<file path="config.mk">
export PLATFORM = sky130hd
export DESIGN_NAME = ecall_service_unit_flat
export DESIGN_NICKNAME = d
export VERILOG_FILES = /design/src/rtl/ecall_service_unit_if.sv /design/src/rtl/ecall_service_unit.sv /design/src/flat_wrapper.sv
export SDC_FILE = /design/constraint.sdc
export NUM_CORES = 1
export LEC_CHECK = 0
export BUFFER_PORTS_ARGS = -buffer_cell sky130_fd_sc_hd__buf_2
export CAP_MARGIN = 5
export CELL_PAD_IN_SITES_DETAIL_PLACEMENT = 1
export CELL_PAD_IN_SITES_GLOBAL_PLACEMENT = 2
export CORE_MARGIN = 5
export CORE_UTILIZATION = 23
export CTS_CLUSTER_SIZE = 25
export DETAILED_ROUTE_END_ITERATION = 16
export MAX_ROUTING_LAYER = met4
export PLACE_DENSITY_LB_ADDON = 0.2
export SYNTH_ARGS = -nofsm -noshare
export SYNTH_HDL_FRONTEND = slang
export SYNTH_SLANG_ARGS = --single-unit
</file>
<file path="constraint.sdc">
create_clock -name clk -period 2.4 [get_ports clk]
set_clock_uncertainty 0.1 [all_clocks]
set_input_delay 0.48 -clock clk [delete_from_list [all_inputs] [get_ports clk]]
set_output_delay 0.48 -clock clk [all_outputs]
set_load 0.03 [all_outputs]
</file>
<file path="src/rtl/ecall_service_unit_if.sv">
// Core-side link of the ecall service unit: decoder request and register-file write port.
interface ecall_service_unit_if;
    logic        ecall;
    logic [31:0] a7_val;
    logic [31:0] a0_val;
    logic        stall;
    logic        wb_en;
    logic [4:0]  wb_sel;
    logic [31:0] wb_data;

    modport master (output ecall, a7_val, a0_val, input stall, wb_en, wb_sel, wb_data);
    modport slave  (input ecall, a7_val, a0_val, output stall, wb_en, wb_sel, wb_data);
endinterface

</file>
<file path="src/rtl/ecall_service_unit.sv">
// Services ecall syscalls (print int, read int, print char, exit) while stalling the core.
// state    | meaning
// IDLE     | no service in progress; stall follows ecall
// WAIT_ACK | a0 shown on 7-seg, waiting for operator press
// WAIT_RD  | waiting for press to sample switches into x10
// DONE     | release stall for one cycle so the PC steps past the ecall
// HALT     | exit reached; core frozen until reset
module ecall_service_unit #(
    parameter int SW_WIDTH = 16,
    parameter bit SIGN_EXT = 1'b1
) (
    input  logic                    clk,
    input  logic                    rst_n,
    ecall_service_unit_if.slave     core,
    input  logic                    confirm_btn,
    input  logic [SW_WIDTH-1:0]     switches,
    output logic [31:0]             seg_value,
    output logic                    seg_valid,
    output logic [7:0]              led_out,
    output logic                    halted
);
    typedef enum logic [2:0] {
        S_IDLE, S_WAIT_ACK, S_WAIT_RD, S_DONE, S_HALT
    } state_t;

    state_t      state_q, state_d;
    logic        btn_q, btn_d;
    logic        wb_en_q, wb_en_d;
    logic [31:0] wb_data_q, wb_data_d;
    logic [31:0] seg_value_q, seg_value_d;
    logic        seg_valid_q, seg_valid_d;
    logic [7:0]  led_out_q, led_out_d;
    logic        halted_q, halted_d;
    logic        stall_c;
    logic        press;
    logic [31:0] sw_ext;

    // Only a fresh rising edge counts; a button already held on entry is ignored.
    assign press  = confirm_btn & ~btn_q;
    assign sw_ext = SIGN_EXT ? 32'($signed(switches)) : 32'(switches);

    always_comb begin
        state_d     = state_q;
        btn_d       = confirm_btn;
        wb_en_d     = 1'b0;
        wb_data_d   = wb_data_q;
        seg_value_d = seg_value_q;
        seg_valid_d = seg_valid_q;
        led_out_d   = led_out_q;
        halted_d    = halted_q;
        stall_c     = 1'b0;
        unique case (state_q)
            S_IDLE: begin
                stall_c = core.ecall;
                if (core.ecall) begin
                    unique case (core.a7_val)
                        32'd1: begin
                            seg_value_d = core.a0_val;
                            seg_valid_d = 1'b1;
                            state_d     = S_WAIT_ACK;
                        end
                        32'd5:  state_d = S_WAIT_RD;
                        32'd11: begin
                            led_out_d = core.a0_val[7:0];
                            state_d   = S_DONE;
                        end
                        32'd10: begin
                            halted_d = 1'b1;
                            state_d  = S_HALT;
                        end
                        default: state_d = S_DONE;
                    endcase
                end
            end
            S_WAIT_ACK: begin
                stall_c = 1'b1;
                if (press) begin
                    seg_valid_d = 1'b0;
                    state_d     = S_DONE;
                end
            end
            S_WAIT_RD: begin
                stall_c = 1'b1;
                if (press) begin
                    wb_data_d = sw_ext;
                    wb_en_d   = 1'b1;
                    state_d   = S_DONE;
                end
            end
            S_DONE:  state_d = S_IDLE;
            S_HALT:  stall_c = 1'b1;
            default: state_d = S_IDLE;
        endcase
    end

    always_ff @(posedge clk) begin
        btn_q <= btn_d;
        if (!rst_n) begin
            state_q     <= S_IDLE;
            wb_en_q     <= 1'b0;
            wb_data_q   <= 32'd0;
            seg_value_q <= 32'd0;
            seg_valid_q <= 1'b0;
            led_out_q   <= 8'd0;
            halted_q    <= 1'b0;
        end else begin
            state_q     <= state_d;
            wb_en_q     <= wb_en_d;
            wb_data_q   <= wb_data_d;
            seg_value_q <= seg_value_d;
            seg_valid_q <= seg_valid_d;
            led_out_q   <= led_out_d;
            halted_q    <= halted_d;
        end
    end

    assign core.stall   = rst_n & stall_c;
    assign core.wb_en   = wb_en_q;
    assign core.wb_sel  = 5'd10;
    assign core.wb_data = wb_data_q;
    assign seg_value    = seg_value_q;
    assign seg_valid    = seg_valid_q;
    assign led_out      = led_out_q;
    assign halted       = halted_q;
endmodule

</file>
<file path="src/flat_wrapper.sv">
// flat-port wrapper written by rule: the top's interface ports become plain ports
module ecall_service_unit_flat 
#(
    parameter int SW_WIDTH = 16,
    parameter bit SIGN_EXT = 1'b1
)
  (clk, rst_n, confirm_btn, switches, seg_value, seg_valid, led_out, halted, core_ecall, core_a7_val, core_a0_val, core_stall, core_wb_en, core_wb_sel, core_wb_data);
  ecall_service_unit_if core_i ();
  input  logic clk;
  input  logic rst_n;
  input  logic confirm_btn;
  input  logic [SW_WIDTH-1:0] switches;
  output logic [31:0] seg_value;
  output logic seg_valid;
  output logic [7:0] led_out;
  output logic halted;
  input wire logic [$bits(core_i.ecall)-1:0] core_ecall;
  input wire logic [$bits(core_i.a7_val)-1:0] core_a7_val;
  input wire logic [$bits(core_i.a0_val)-1:0] core_a0_val;
  output wire logic [$bits(core_i.stall)-1:0] core_stall;
  output wire logic [$bits(core_i.wb_en)-1:0] core_wb_en;
  output wire logic [$bits(core_i.wb_sel)-1:0] core_wb_sel;
  output wire logic [$bits(core_i.wb_data)-1:0] core_wb_data;
  assign core_i.ecall = core_ecall;
  assign core_i.a7_val = core_a7_val;
  assign core_i.a0_val = core_a0_val;
  assign core_stall = core_i.stall;
  assign core_wb_en = core_i.wb_en;
  assign core_wb_sel = core_i.wb_sel;
  assign core_wb_data = core_i.wb_data;
  ecall_service_unit #(.SW_WIDTH(SW_WIDTH), .SIGN_EXT(SIGN_EXT)) u_core (.clk(clk), .rst_n(rst_n), .core(core_i), .confirm_btn(confirm_btn), .switches(switches), .seg_value(seg_value), .seg_valid(seg_valid), .led_out(led_out), .halted(halted));
endmodule
</file>
### Yosys cells after proc, flatten, opt, wreduce, memory -nomap -nowiden

Index checks and enable logic that the tools add are counted.

* register bits after elaboration: 63
* bits of input ports: 84
* output and inout port bits: 81

* eq/ne operators: 11
* muxes and demuxes: 10
* bitwise gates (word level): 4
* reduce and logical (&&, ||, !) cells: 11

Operator list (number)
* 32-bit by 4-bit equality test with 1-bit output, second input constant: 2
* 32-bit by 1-bit equality test with 1-bit output, second input constant: 1
* 32-bit by 3-bit equality test with 1-bit output, second input constant: 1
* 3-bit one-hot mux with 3 select lines: 2
* 3-bit AND reduction: 4
* 3-bit 2-to-1 mux: 2
* 2-bit by 1-bit != test with 1-bit output, second input constant: 3
* 1-bit 2-to-1 mux: 4
* 1-bit one-hot mux with 2 select lines: 2
* 2-bit AND reduction: 2
* 4-bit AND reduction: 1
* 3-bit by 1-bit equality test with 1-bit output, second input constant: 1
* 3-bit by 2-bit equality test with 1-bit output, second input constant: 1
* 3-bit equality test, second input constant: 1
* 3-bit zero test: 1
* 3-bit OR reduction: 1
* 1-bit bitwise AND: 2
* 2-bit != test, second input constant: 1
* 1-bit inverter: 2
* 2-bit nonzero test: 1
* 2-bit OR reduction: 1

### Longest topological paths before layout

Gate-level depths: netlist (run 1).

* depth after elaboration: 4
* depth in mapped cells: 7

### Worst setup path before layout (run 1)

OpenSTA, ideal clock, no wires.

* path kind: input to output
* from: input port rst_n
* to: output port core_stall
* arrival time: 1725 ps
* data required time: 1820 ps
* slack: 95 ps
* stages on the path: 5
* buffers on the path: 3
* cells stage by stage: clkbuf_1 > clkbuf_1 > buf_1 > nand3_1 > nor2_1

* longest elaborated chain between the ends: 1

RTL lines
* start, declared: RTL line flat_wrapper.sv:10 `input logic rst_n;`
* 1-bit bitwise AND: RTL line ecall_service_unit.sv:117 `assign core.stall = rst_n & stall_c;`
* end, declared: RTL line flat_wrapper.sv:20 `output wire logic [$bits(core_i.stall)-1:0] core_stall;`

Every way passes these cells.

### Final worst setup path (run 1)

* from: register u_core.state_q[1]
* to: register u_core.seg_value_q[26], in the netlist u_core.seg_value[26]

* longest elaborated chain between the ends: 2

RTL lines
* start, declared: RTL line ecall_service_unit.sv:26 `state_t state_q, state_d;`
* start signal, assigned: RTL line ecall_service_unit.sv:107 `state_q <= state_d;`
* 3-bit zero test: RTL line ecall_service_unit.sv:52 `unique case (state_q)`
* 3-bit AND reduction (no source line)
* end signal, assigned: RTL line ecall_service_unit.sv:110 `seg_value_q <= seg_value_d;`
* end, declared: RTL line ecall_service_unit.sv:30 `logic [31:0] seg_value_q, seg_value_d;`

Every way passes these cells.
A chain may end at the register's enable or synchronous reset.

==> results by group, run 1 <==
Outcome
  – Status: complete, no violations

Cells and area
  – Fin area: 3897 µm²
  – Layout cells sized above 1: 41.94%
  – Layout Nets: 533
  – Finished Core Util: 32.58%
  – Area Growth Syn to Fin: 39.62%
  – Ant diodes: 0

Die
  – Rows: 40
  – Die extent in y: 120.2 µm
  – Area of the core: 11,960 µm²
  – Die area: 14,440 µm²
  – Io pins: 165
  – Initial Utilization: 23.34%
  – Die Width: 120.2 µm

GRT
  – Initial antenna violation count: 0
  – Global-route wire length before repair: 13.08 mm
  – GR Util All Layers: 11.57%
  – Total gr overflow: 0
  – Largest net degree at the start of global routing: 96
  – Vias in the first global route: 2,664

Synth
  – Count leader, synth: nand2_1
  – Post-Syn Instances: 310
  – Mapped cell area: 2791 µm²
  – Top-area cell type share of the netlist area: 45.18%
  – Leading area contributor after synthesis: dfxtp_1
  – Syn Area/Cell: 9.005 µm²
  – Post-synth top cells: 107 x nand2_1, 63 x dfxtp_1, 40 x mux2i_1, 21 x buf_4, 16 x a21boi_1
  – Synth async-reset ratio: 0%
  – Number of library cell types mapped by synthesis: 33
  – Post-synthesis sequential area ratio: 45.18%
  – Top post-synthesis cells by area: dfxtp_1 45%, nand2_1 14%, mux2i_1 14%
  – Synth Register Bits: 63
  – Top_reg_cell synth: dfxtp_1
  – Post-synth EDFFs: 0
  – Syn. warnings: 0

Critical path
  – Crit path kind: reg2reg
  – CP Launch Type: register
  – WP buf/inv: 1
  – Crit-path cells: or4_4, nor4_4, buf_12, mux2i_1
  – Worst Path Arrival: 2.03 ns
  – Slowest stage delay, CP: 0.59 ns
  – Required @ worst endpoint: 2.55 ns
  – Crit Path Max Fanout: 33
  – CP max stage cell: or4_4
  – Worst path top cell family by delay: simple AND/OR/NAND/NOR gates
  – Worst Setup End Kind: register
  – Flop-to-flop setup slack: 0.51 ns

Timing
  – Setup TNS: 0 ns
  – RSZ-0062 raised after global routing: false
  – Worst-margin pin slew: 0.5917 ns
  – PnR worst setup slack: 0.5143 ns
  – Final slew viol count: 0
  – Min Clock Period, post-route: 1.886 ns
  – Ratio of final minimum period to clock period: 78.57%
  – Final hold slack: 0.1819 ns
  – Final setup vio count: 0
  – Worst slew margin: 60.46%
  – F_max: 530.3 MHz
  – Hold Fails Final Rpt: 0

Flow run
  – Maxcap violations: 0

Placed design
  – Pre-CTS setup slack: 0.1532 ns
  – DP HPWL: 6.262 mm
  – GPL Wtd Cong: 0.7356
  – Placed Instance Area: 3591 µm²
  – Port Buffer Count: 159

Routing
  – Routed wire length: 8.284 mm
  – Initial DRC Count: 66
  – Wirelength per Cell: 13.81 µm
  – DRT Pass-1 Iters: 4
  – DR vias/cell: 4.248
  – # DRC: 0
  – ANT nets after route: 0
  – Vias: 2,549

CTS
  – Clock sink count: 63
  – TritonCTS buffer count: 9
  – Reg clk slew, reported paths: 0.06 ns
  – Post-CTS setup buffers: 0
  – Max Root-Sink Buffers: 2
  – Hold_buf cts: 0
  – Root buf cell: clkbuf_16
  – Worst skew pair latency: 0.31 ns
  – TritonCTS clock tree: built
  – Post_cts resized: 0
  – H-tree depth: 3

Power
  – Static leakage: 1.819 nW
  – Pwr/cell area: 713.0 nW/µm²
  – Peak supply drop: 0.2751 mV

Worst hold path
  – HP Class: in2reg
==> layer usage <==
| metal | track usage (%) | vias to the layer above | share of wire, % |
|---|---|---|---|
| li1 | - | 1286 | - |
| met3 | 3.770 | 10 | 7.8 |
| met4 | 3.865 | 0 | 1.4 |
| met5 | - | - | 0 |
| met1 | 13.10 | 1160 | 43 |
| met2 | 19.28 | 93 | 48 |
==> through the flow <==
stage          total power [mW]  cells
6_report                  2.779    600
5_1_grt                   2.919    600
4_1_cts                   2.841    600
3_5_place_dp              1.487    585
3_3_place_gp              1.482    585
2_1_floorplan             1.379    313
==> flip-flops by register name (all words and copies together) (netlist names) <==
| name | cells |
|---|---|
| u_core.state_q | 3 |
| u_core.led_out | 8 |
| u_core.seg_valid | 1 |
| u_core.seg_value | 32 |
| u_core.core.wb_data | 16 |
| u_core.halted | 1 |
| u_core.btn_q | 1 |
| u_core.core.wb_en | 1 |
==> cell families after synthesis <==
| logic type | Yosys count | share of synthesized area (%) |
|---|---|---|
| AO/OA/AOI/OAI | 24 | 6.500 |
| XOR/XNOR | 1 | 0.3138 |
| buffers and inverters | 40 | 9.368 |
| flip-flops | 63 | 45.18 |
| multiplexers | 41 | 14.75 |
| other | 2 | 0.2690 |
| AND/OR/NAND/NOR | 139 | 23.62 |
==> path summary, 6_finish.rpt <==
check | cells after the start | to | startpoint
setup reg to reg | 4 | u_core.seg_value[26]$_SDFFE_PN0P_ | u_core.state_q[1]$_SDFFE_PN0P_
setup / recovery | 4 | u_core.seg_value[26]$_SDFFE_PN0P_ | u_core.state_q[1]$_SDFFE_PN0P_
hold / removal | 1 | u_core.btn_q$_DFF_P_ | confirm_btn
hold reg to reg | 2 | u_core.core.wb_data[6]$_SDFFE_PN0P_ | u_core.core.wb_data[6]$_SDFFE_PN0P_
==> cell usage in the layout (no fill, tap or decap), drive strengths merged, types with 2 or more instances in the layout <==
cell type and instances:
mux2i 40, nor4 13, conb 5, o21ai 3, clkbuf 11, a21boi 16
buf 165, nand3 5, clkinvlp 2, nand2 107, nor2 3, o211a 2
nand3b 2, dfxtp 63
==> worst register-to-register path, stage by stage, from the launching register on <==
cell	delay, ns
dfxtp_1	0.38
or4_4	0.59
nor4_4	0.20
buf_12	0.27
mux2i_1	0.27
==> cell type report <==
class	count	area, µm²
clock inverters	4	53.80
fillers	1452	8064
flip-flops and latches	63	1261
clock buffers	11	252.7
well taps	147	183.9
repair buffers	165	865.8
multi-input cells	210	1280
==> power breakdown <==
| part | internal (mW) | switching [mW] |
|---|---|---|
| clock network | 0.858 | 0.465 |
| logic | 0.135 | 0.210 |
| registers | 1.07 | 0.0369 |
| total | 2.07 | 0.712 |
Note: power is estimated with default switching activity, not from simulation.
==> inputs of run 2 (changes only) <==
CORE_UTILIZATION = 21   (was 23)
clock period = 1.5 ns   (was 2.4 ns; I/O delays follow)
==> run 2 against run 1 <==
Compared with the run above: the run now ends with negative setup slack left; combinational power grew 140%; critical path type unchanged; global-route usage increased by 0.27 points; worst hold slack worse by 0.078 ns; fmax is 6.2% higher; largest cell class unchanged; total power is 60% higher; register-to-register slack worse by 0.79 ns; setup slack worse by 0.79 ns; non-clock buffer count grew 28.
==> results by group, run 2 (synthesis results as in run 1) <==
Timing
  – Hold Fails Final Rpt: 0
  – Min Clock Period, post-route: 1.776 ns
  – Final setup vio count: 43
  – Setup TNS: -10.44 ns
  – PnR worst setup slack: -0.2757 ns
  – Final slew viol count: 0
  – F_max: 563.2 MHz
  – Final hold slack: 0.1039 ns
  – Ratio of final minimum period to clock period: 118.4%
  – RSZ-0062 raised after global routing: true

Placed design
  – Number of placed cells counting well taps: 633
  – GPL Wtd Cong: 0.6714
  – Placed Instance Area: 3905 µm²
  – Pre-CTS setup slack: -0.4802 ns
  – Port Buffer Count: 159
  – DP HPWL: 6.726 mm

CTS
  – Reg clk slew, reported paths: 0.05 ns
  – Clock sink count: 63
  – H-tree depth: 3
  – Worst skew pair latency: 0.33 ns
  – TritonCTS buffer count: 9
  – TritonCTS clock tree: built
  – Max Root-Sink Buffers: 2
  – Root buf cell: clkbuf_16

Outcome
  – Status: complete, but fails checks
  – Failing checks: negative setup slack

Power
  – Psw: 1.209 mW
  – Peak supply drop: 0.4271 mV
  – Pwr/cell area: 1011 nW/µm²
  – Clk pwr share: 42.2%
  – Static leakage: 2.017 nW
  – Sw Share: 27.20%
  – Combinational power share: 18.5%
  – Sequential Power Share: 39.3%
  – Int Pwr: 3.236 mW

GRT
  – Largest net degree at the start of global routing: 39
  – Global-route wire length before repair: 14.34 mm
  – Vias in the first global route: 2,799
  – Total gr overflow: 0
  – Initial antenna violation count: 0
  – GR Util All Layers: 11.83%

Routing
  – Vias: 2,667
  – DR WL met2: 4.683 mm
  – # DRC: 0
  – ANT nets after route: 0
  – Routed wire length: 9.344 mm
  – Met3 routed WL: 723 µm
  – DR vias/cell: 4.059
  – DR top layer: met4
  – Wirelength per Cell: 14.22 µm
  – DRT Pass-1 Iters: 5
  – Initial DRC Count: 60
  – WL met1: 3.820 mm

Die
  – Die extent in y: 125.3 µm
  – Initial Utilization: 21.25%
  – Die area: 15,700 µm²
  – Io pins: 165
  – Die Width: 125.3 µm
  – Area of the core: 13,140 µm²
  – Rows: 42

Critical path
  – Worst Path Arrival: 1.92 ns
  – Worst Setup End Kind: register
  – R2R cell count: 5
  – Critical Path Start: u_core.state_q[1]$_SDFFE_PN0P_
  – Flop-to-flop setup slack: -0.28 ns
  – RR Endpoint: u_core.seg_value[9]$_SDFFE_PN0P_
  – Critical Path Sink: u_core.seg_value[9]$_SDFFE_PN0P_
  – CP Launch Type: register
  – R2R Path Start: u_core.state_q[1]$_SDFFE_PN0P_
  – Crit Path Max Fanout: 5
  – Required @ worst endpoint: 1.65 ns
  – Crit path kind: reg2reg

Cells and area
  – Area Growth Syn to Fin: 57.60%
  – Layout Nets: 561
  – Most frequent cells in the layout: 158 x buf_2, 107 x nand2_1, 61 x dfxtp_1
  – Ant diodes: 0
  – Fin area: 4399 µm²
  – Layout cells sized above 1: 48.02%
  – # fillers: 1,583
  – Non-filler cells, final: 657
  – Commonest non-fill, non-tap cell in the layout: buf_2
  – Largest register FFs: 32

Worst hold path
  – HP Class: in2reg

Flow run
  – Maxcap violations: 0
-- run 2: cell count changes in the layout (fill, tap and decap cells not counted), moves of 3 or more --
cell,before,now
clkinv_2,0,3
buf_6,0,5
nor4_4,2,7
nor4_1,7,1
buf_4,4,18
buf_12,2,7
-- run 2: power groups by stage --
stage / Clock [mW] / Sequential (mW) / Combinational (mW)
finish: 1.87 / 1.75 / 0.824
global route: 2.01 / 1.75 / 0.898
CTS: 1.96 / 1.75 / 0.840
detailed placement: 0 / 1.78 / 0.710
global placement: 0 / 1.78 / 0.696
floorplan: 0 / 1.82 / 0.393
-- run 2: per-layer routing --
metal,GRT usage (%),vias to the layer above
li1,-,1338
met5,-,-
met4,3.635,0
met2,19.84,94
met3,4.648,9
met1,12.99,1226
-- run 2: timing repair --
action	CTS	global route
hold buffers	1	0
gates resized for setup	17	7
setup endpoints to repair	76	79
buffers inserted	5	0
gates cloned	2	2
pin swaps	7	7
endpoints found under the hold margin	1	0
-- run 2: worst max-delay path, stage by stage, from the launching register on --
cell	delay (ns)
dfxtp_1	0.31
or4_4	0.56
nor4_4	0.16
buf_6	0.21
buf_12	0.15
mux2i_1	0.21
-- run 2: how the worst min path moves through the flow --
stage | start | to | slack, ns | cells after the start
2_1_floorplan | confirm_btn | u_core.btn_q$_DFF_P_ | 0.23 | 0
3_3_place_gp | confirm_btn | u_core.btn_q$_DFF_P_ | 0.31 | 1
3_5_place_dp | confirm_btn | u_core.btn_q$_DFF_P_ | 0.32 | 1
4_1_cts | switches[15] | u_core.core.wb_data[15]$_SDFFE_PN0P_ | 0.09 | 3
5_1_grt | switches[13] | u_core.core.wb_data[13]$_SDFFE_PN0P_ | 0.11 | 3
6_report | switches[15] | u_core.core.wb_data[15]$_SDFFE_PN0P_ | 0.10 | 3
-- run 2: cell type report --
class	instances	area (µm²)	area share, %
clock buffer	11	242.7	5.518
clock inverter	4	22.52	0.5119
multi-input combinational	210	1410	32.05
sequential	63	1266	28.78
tap	176	220.2	5.006
timing repair buffer	193	1237	28.13
-- run 2: metrics by stage --
stage	total power, mW	util (%)
floorplan	2.215	-
global placement	2.476	29.72
detailed placement	2.491	29.72
CTS	4.548	32.95
global route	4.665	33.49
finish	4.446	33.49
